## src/rtl/nrs_top_tx.sv

```systemverilog
// NB-IoT narrowband reference signal generator: per-symbol Gold-sequence seeding,
// warm-up, and QPSK emission of two REs per NRS symbol over one radio frame.
module nrs_top_tx #(
    parameter int NRS_WIDTH_R_I = 16,
    parameter int NUM_SHIFTS    = 1600,
    parameter int NRS_AMP       = 23170
) (
    input  logic                     clk,
    input  logic                     rst,
    input  logic                     new_frame,
    input  logic [8:0]               N_cell_ID,
    input  logic                     nrs_ready,
    output logic                     nrs_valid,
    output logic [NRS_WIDTH_R_I-1:0] nrs_r,
    output logic [NRS_WIDTH_R_I-1:0] nrs_i,
    output logic [3:0]               nrs_k,
    output logic [4:0]               nrs_ns,
    output logic [2:0]               nrs_l,
    output logic                     frame_done,
    output logic                     busy
);

    localparam logic [2:0] IDLE = 3'd0;
    localparam logic [2:0] SEED = 3'd1;
    localparam logic [2:0] WARM = 3'd2;
    localparam logic [2:0] EMIT = 3'd3;
    localparam logic [2:0] NEXT = 3'd4;

    localparam int CNT_W = (NUM_SHIFTS > 1) ? $clog2(NUM_SHIFTS + 1) : 1;
    localparam logic [CNT_W-1:0] CNT_LAST = CNT_W'(NUM_SHIFTS - 1);

    localparam logic [NRS_WIDTH_R_I-1:0] AMP_POS = NRS_WIDTH_R_I'(NRS_AMP);
    localparam logic [NRS_WIDTH_R_I-1:0] AMP_NEG = NRS_WIDTH_R_I'(-NRS_AMP);

    logic [2:0]               state_reg;
    logic [CNT_W-1:0]         cnt_reg;
    logic [8:0]               id_reg;
    logic [4:0]               ns_reg;
    logic [2:0]               l_reg;
    logic                     m_reg;
    logic [30:0]              x1_reg;
    logic [30:0]              x2_reg;
    logic                     valid_reg;
    logic [NRS_WIDTH_R_I-1:0] r_reg;
    logic [NRS_WIDTH_R_I-1:0] i_reg;
    logic [3:0]               k_reg;
    logic                     done_reg;
    logic                     busy_reg;

    logic [7:0]  sym_term;
    logic [9:0]  id_term;
    logic [17:0] cinit_hi;
    logic [27:0] cinit;
    logic [30:0] x1_step;
    logic [30:0] x2_step;
    logic [1:0]  c_warm;
    logic [1:0]  c_hold;
    logic [2:0]  id_mod6;
    logic [3:0]  k_sum;
    logic [3:0]  k_base;
    logic        accept;
    logic        last_sym;
    logic        final_accept;

    function automatic logic [NRS_WIDTH_R_I-1:0] qpsk(input logic b);
        return b ? AMP_NEG : AMP_POS;
    endfunction

    // cinit = 1024*a*b + b with b = 2*ID+1 < 1024, so the low term fits the zero bits
    always_comb begin
        sym_term = 8'd7 * (8'(ns_reg) + 8'd1) + 8'(l_reg) + 8'd1;
        id_term  = {id_reg, 1'b1};
        cinit_hi = 18'(sym_term) * 18'(id_term);
        cinit    = {cinit_hi, id_term};
    end

    // Register bit j holds x(n+j); one step shifts down and appends x(n+31)
    always_comb begin
        x1_step = {x1_reg[3] ^ x1_reg[0], x1_reg[30:1]};
        x2_step = {x2_reg[3] ^ x2_reg[2] ^ x2_reg[1] ^ x2_reg[0], x2_reg[30:1]};
        c_warm  = x1_step[1:0] ^ x2_step[1:0];
        c_hold  = x1_reg[3:2] ^ x2_reg[3:2];
    end

    always_comb begin
        id_mod6 = 3'(id_reg % 9'd6);
        k_sum   = {1'b0, id_mod6} + ((l_reg == 3'd6) ? 4'd3 : 4'd0);
        k_base  = (k_sum >= 4'd6) ? (k_sum - 4'd6) : k_sum;
    end

    always_comb begin
        accept       = valid_reg & nrs_ready;
        last_sym     = (ns_reg == 5'd19) && (l_reg == 3'd6);
        final_accept = (state_reg == EMIT) && accept && m_reg && last_sym;
    end

    always_ff @(posedge clk or negedge rst) begin
        if (!rst) begin
            state_reg <= IDLE;
            cnt_reg   <= '0;
            id_reg    <= '0;
            ns_reg    <= '0;
            l_reg     <= '0;
            m_reg     <= 1'b0;
            x1_reg    <= '0;
            x2_reg    <= '0;
            valid_reg <= 1'b0;
            r_reg     <= '0;
            i_reg     <= '0;
            k_reg     <= '0;
            done_reg  <= 1'b0;
            busy_reg  <= 1'b0;
        end else begin
            done_reg <= 1'b0;
            if (new_frame) begin
                // A new frame always wins; completing a frame in the same cycle still reports it
                id_reg    <= N_cell_ID;
                ns_reg    <= 5'd0;
                l_reg     <= 3'd5;
                m_reg     <= 1'b0;
                cnt_reg   <= '0;
                valid_reg <= 1'b0;
                busy_reg  <= 1'b1;
                done_reg  <= final_accept;
                state_reg <= SEED;
            end else begin
                case (state_reg)
                    IDLE: begin
                        valid_reg <= 1'b0;
                    end
                    SEED: begin
                        x1_reg    <= 31'd1;
                        x2_reg    <= {3'b000, cinit};
                        cnt_reg   <= '0;
                        state_reg <= WARM;
                    end
                    WARM: begin
                        x1_reg <= x1_step;
                        x2_reg <= x2_step;
                        if (cnt_reg == CNT_LAST) begin
                            state_reg <= EMIT;
                            valid_reg <= 1'b1;
                            m_reg     <= 1'b0;
                            r_reg     <= qpsk(c_warm[0]);
                            i_reg     <= qpsk(c_warm[1]);
                            k_reg     <= k_base;
                        end else begin
                            cnt_reg <= cnt_reg + 1'b1;
                        end
                    end
                    EMIT: begin
                        // c(2) and c(3) are already in the registers; no further shifting needed
                        if (accept) begin
                            if (!m_reg) begin
                                m_reg <= 1'b1;
                                r_reg <= qpsk(c_hold[0]);
                                i_reg <= qpsk(c_hold[1]);
                                k_reg <= k_base + 4'd6;
                            end else begin
                                valid_reg <= 1'b0;
                                done_reg  <= last_sym;
                                state_reg <= NEXT;
                            end
                        end
                    end
                    NEXT: begin
                        if (last_sym) begin
                            busy_reg  <= 1'b0;
                            state_reg <= IDLE;
                        end else begin
                            state_reg <= SEED;
                            if (l_reg == 3'd5) begin
                                l_reg <= 3'd6;
                            end else begin
                                l_reg  <= 3'd5;
                                ns_reg <= (ns_reg == 5'd9) ? 5'd12 : ns_reg + 5'd1;
                            end
                        end
                    end
                    default: begin
                        valid_reg <= 1'b0;
                        state_reg <= IDLE;
                    end
                endcase
            end
        end
    end

    assign nrs_valid  = valid_reg;
    assign nrs_r      = r_reg;
    assign nrs_i      = i_reg;
    assign nrs_k      = k_reg;
    assign nrs_ns     = ns_reg;
    assign nrs_l      = l_reg;
    assign frame_done = done_reg;
    assign busy       = busy_reg;

endmodule
```

## config.mk

```make
export PLATFORM = sky130hd
export DESIGN_NAME = nrs_top_tx
export DESIGN_NICKNAME = d
export VERILOG_FILES = /design/src/rtl/nrs_top_tx.sv
export SDC_FILE = /design/constraint.sdc
export NUM_CORES = 1
export LEC_CHECK = 0
export ABC_AREA = 1
export CORE_MARGIN = 5
export CORE_UTILIZATION = 53
export CTS_CLUSTER_DIAMETER = 200
export DETAILED_ROUTE_END_ITERATION = 10
export GPL_ROUTABILITY_DRIVEN = 0
export PLACE_DENSITY = 0.73
export REMOVE_ABC_BUFFERS = 1
export SLEW_MARGIN = 20
export SYNTH_ARGS = -nofsm -noshare
export SYNTH_HDL_FRONTEND = slang
export SYNTH_SLANG_ARGS = --single-unit
```

## constraint.sdc

```tcl
create_clock -name clk -period 21.5 [get_ports clk]
set_clock_uncertainty 0.05 [all_clocks]
set_input_delay 6.45 -clock clk [delete_from_list [all_inputs] [get_ports clk]]
set_output_delay 6.45 -clock clk [all_outputs]
set_load 0.05 [all_outputs]
```

==> summary.log <==
[outcome] result of the run complete, no violations
[power_and_ir_drop] power density of the placed cells 156 nW/um2
[clocking] CTS tree done
[finish] area of the multi-input gates 4490 um2
[clocking] total number of H-tree levels 3
[grt] aggregate global-route resource usage 19.4%
[logic_synthesis] synthesized instance count 1,010
[clocking] Root Buffer sky130_fd_sc_hd__clkbuf_16
[grt] sum of overflow across all layers after global routing 0
[timing] final hold viol count 0
[place] placed wire-length estimate after detailed placement 12,600 um
[die] die area 18,200 um2
[clocking] number of buffers inserted by hold repair at cts 0
[clocking] Clock Pin Slew Worst Setup and Hold Paths 0.07 ns
[route] Highest Signal Layer met4
[worst_hold_path] classification of the worst-slack hold path flop to flop
[route] routed metal-1 wire length 7890 um
[logic_synthesis] count of unique library cells instantiated by Yosys 44
[grt] vias in the first global route 6,193
[timing] final-report setup violation count 0
[timing] RSZ-0062 raised after global routing no
[route] DRC violation count after routing 0
[worst_setup_path] maximum net fanout on the critical path 73
[power_and_ir_drop] P_leak 4.63 nW
[timing] fin crit share 42.1%
[clocking] Num CTS Buffers 9
[finish] end-of-flow core utilization 59.6%
[finish] fillcell total 1,363
[worst_setup_path] capturing element type of the critical path flop
[clocking] number of buffers inserted to repair setup after CTS 0
[die] Initial Utilization 54.3%
[worst_setup_path] critical path startpoint category input port
[finish] fraction of layout instances using a drive strength above 1 5.64%
[worst_setup_path] data arrival time of the critical path 9.21 ns
[logic_synthesis] main area contributors after synthesis sky130_fd_sc_hd__dfrtp_1 32%, sky130_fd_sc_hd__fa_1 13%, sky130_fd_sc_hd__inv_1 9.2%, sky130_fd_sc_hd__ha_1 8.9%, sky130_fd_sc_hd__nand2_1 7.9%
[timing] pins over their slew limit 0
[die] Die Y 135 um
[timing] max-slew headroom at the worst pin 36.6%
[clocking] clock latency on the worst-skew pair 0.36 ns
[grt] initial antenna violation count 0
[route] total met2 wirelength after detailed routing 8120 um
[timing] slew at the pin closest to its max-slew limit 0.951 ns
[route] routed via count divided by cell count 5.27
[grt] largest net degree at the start of global routing 75
[logic_synthesis] mean instance size in the synthesized netlist 8.20 um2
[route] vias after detailed routing 6,524
[power_and_ir_drop] Max rail drop VDD 0.000102 V
[finish] net count of the finished layout 1,150
[grt] global-route wire length before repair 29,100 um
[die] FP Rows 45
[logic_synthesis] count of state elements after synthesis 106
[place] IO Port Bufs 57
[logic_synthesis] largest area contributor in the synthesized netlist sky130_fd_sc_hd__dfrtp_1
[route] total routed wirelength 17,100 um
[die] die outline width 135 um
[timing] Highest Clock Rate 111 MHz
[clocking] CTS Buffer Depth 2
[route] wire per inst 13.8 um
[route] length of routed met3 wiring 874 um
[clocking] number of gates given a new drive strength after cts 0
[logic_synthesis] Synth Cell Area 8280 um2
[route] DR pass1 iterations 5
[worst_setup_path] worst endpoint required time 21.66 ns
[finish] area occupied by registers 2650 um2
[logic_synthesis] proportion of netlist area held by the largest area contributor 32.0%
[route] remaining antenna violation count 0
[logic_synthesis] Yosys warning count 0
[run] total of max-cap violations 0
[clocking] Sinks on Clock Net 106
[route] number of design-rule violations left by the first detailed-router iteration 425
[die] number of top-level design ports 60
[logic_synthesis] part of the Yosys area used for sequential elements 32.0%
[die] Core Footprint 15,300 um2
[finish] Area growth, synth to finish 9.78%
[finish] Antenna Cells 0
[worst_setup_path] category of the most critical setup path input port to flop
[timing] sum of negative setup slack 0 ns
[timing] post-layout min period 9.05 ns
Yosys cell counts, drive strengths merged:
cell type  instances
a2111oi            1
a21o               1
a21oi             49
a22o               1
a22oi              1
a31oi              5
buf               38
clkbuf            21
clkinv             3
conb               1
dfrtp            106
fa                55
ha                59
inv              210
nand2            188
nand3             29
nand4              8
nor2              66
nor3              11
nor3b              3
nor4               4
o211ai            18
o21a               2
o21ai             61
o21bai             1
o22ai             35
o311ai             1
o31ai              3
or2                5
xnor2             11
xor2              13
final timing paths:
path,start,endpoint,slack (ns),depth (start not counted)
min in group asynchronous,rst,x1_reg[17],5.96,1
max in group asynchronous,rst,busy,14.13,2
hold reg to reg,nrs_k[1],nrs_k[1],0.43,2
setup reg to reg,nrs_ns[0],x2_reg[25],13.25,36
hold / removal,nrs_k[1],nrs_k[1],0.43,2
setup / recovery,new_frame,x2_reg[26],12.45,7
cells in the final DEF (no fill, tap or decap), types with 4 or more instances in the layout:
cell / synthesis / routed
sky130_fd_sc_hd__ha_1: 59 / 59
sky130_fd_sc_hd__fa_1: 55 / 55
sky130_fd_sc_hd__inv_1: 202 / 202
sky130_fd_sc_hd__a31oi_1: 5 / 5
sky130_fd_sc_hd__nor3_1: 11 / 11
sky130_fd_sc_hd__o21ai_2: 4 / 4
sky130_fd_sc_hd__o22ai_1: 35 / 35
sky130_fd_sc_hd__or2_2: 5 / 5
sky130_fd_sc_hd__clkdlybuf4s50_1: 0 / 56
sky130_fd_sc_hd__nand2_2: 11 / 11
sky130_fd_sc_hd__inv_2: 7 / 6
sky130_fd_sc_hd__dfrtp_1: 106 / 106
sky130_fd_sc_hd__nor4_1: 4 / 4
sky130_fd_sc_hd__nor2_1: 64 / 63
sky130_fd_sc_hd__clkbuf_16: 0 / 9
sky130_fd_sc_hd__nand4_1: 8 / 8
sky130_fd_sc_hd__nand3_1: 24 / 24
sky130_fd_sc_hd__a21oi_1: 49 / 49
sky130_fd_sc_hd__nand2_1: 175 / 175
sky130_fd_sc_hd__o21ai_0: 57 / 57
sky130_fd_sc_hd__o211ai_1: 17 / 17
sky130_fd_sc_hd__xor2_1: 13 / 13
sky130_fd_sc_hd__xnor2_1: 11 / 11
sky130_fd_sc_hd__buf_4: 31 / 4
power breakdown:
part / internal, mW / leakage, nW / switching (mW)
registers: 0.242 / 1.37 / 0.0327
clock network: 0.0813 / 0.134 / 0.0814
logic: 0.360 / 3.12 / 0.616
kinds of logic after synthesis:
logic type	after synthesis	synth area share (%)
fa+ha+maj	114	22.2
flops	106	32.0
other cells	1	0.0453
compound gates	179	12.7
simple gates	314	16.6
xor+xnor	24	2.54
buf+inv	272	13.9
critical path, cell delays in order:
cell,delay (ns)
sky130_fd_sc_hd__clkdlybuf4s50_1,0.45
sky130_fd_sc_hd__buf_4,0.26
sky130_fd_sc_hd__inv_2,0.16
sky130_fd_sc_hd__nand2_1,0.49
sky130_fd_sc_hd__clkinv_2,0.88
sky130_fd_sc_hd__o211ai_1,0.35
sky130_fd_sc_hd__o21ai_0,0.12
metrics by stage:
stage	instance area (um2)	setup slack, ns	instances	total power, mW	hold slack (ns)
2_1_floorplan	7940	12.02	952	1.03	0.399
3_3_place_gp	8800	12.47	1223	1.24	0.415
3_5_place_dp	8800	12.38	1223	1.26	0.418
4_1_cts	9090	12.78	1239	1.43	0.437
5_1_grt	9090	12.18	1239	1.57	0.455
6_report	9090	12.45	1239	1.41	0.430
area by class of cell:
| class | count | share of cell area [%] |
|---|---|---|
| multi-input combinational | 633 | 49.4 |
| clock inverter | 6 | 0.661 |
| tap | 211 | 2.90 |
| timing repair buffer | 60 | 6.50 |
| clock buffer | 10 | 2.52 |
| sequential | 106 | 29.2 |
| inverter | 213 | 8.84 |
layer usage:
metal	vias up	global-route usage, %
li1	3187	-
met1	3162	27.9
met2	156	31.0
met3	19	3.24
met4	0	4.87
met5	-	0
No activity file was read; power rests on OpenSTA's default activity.
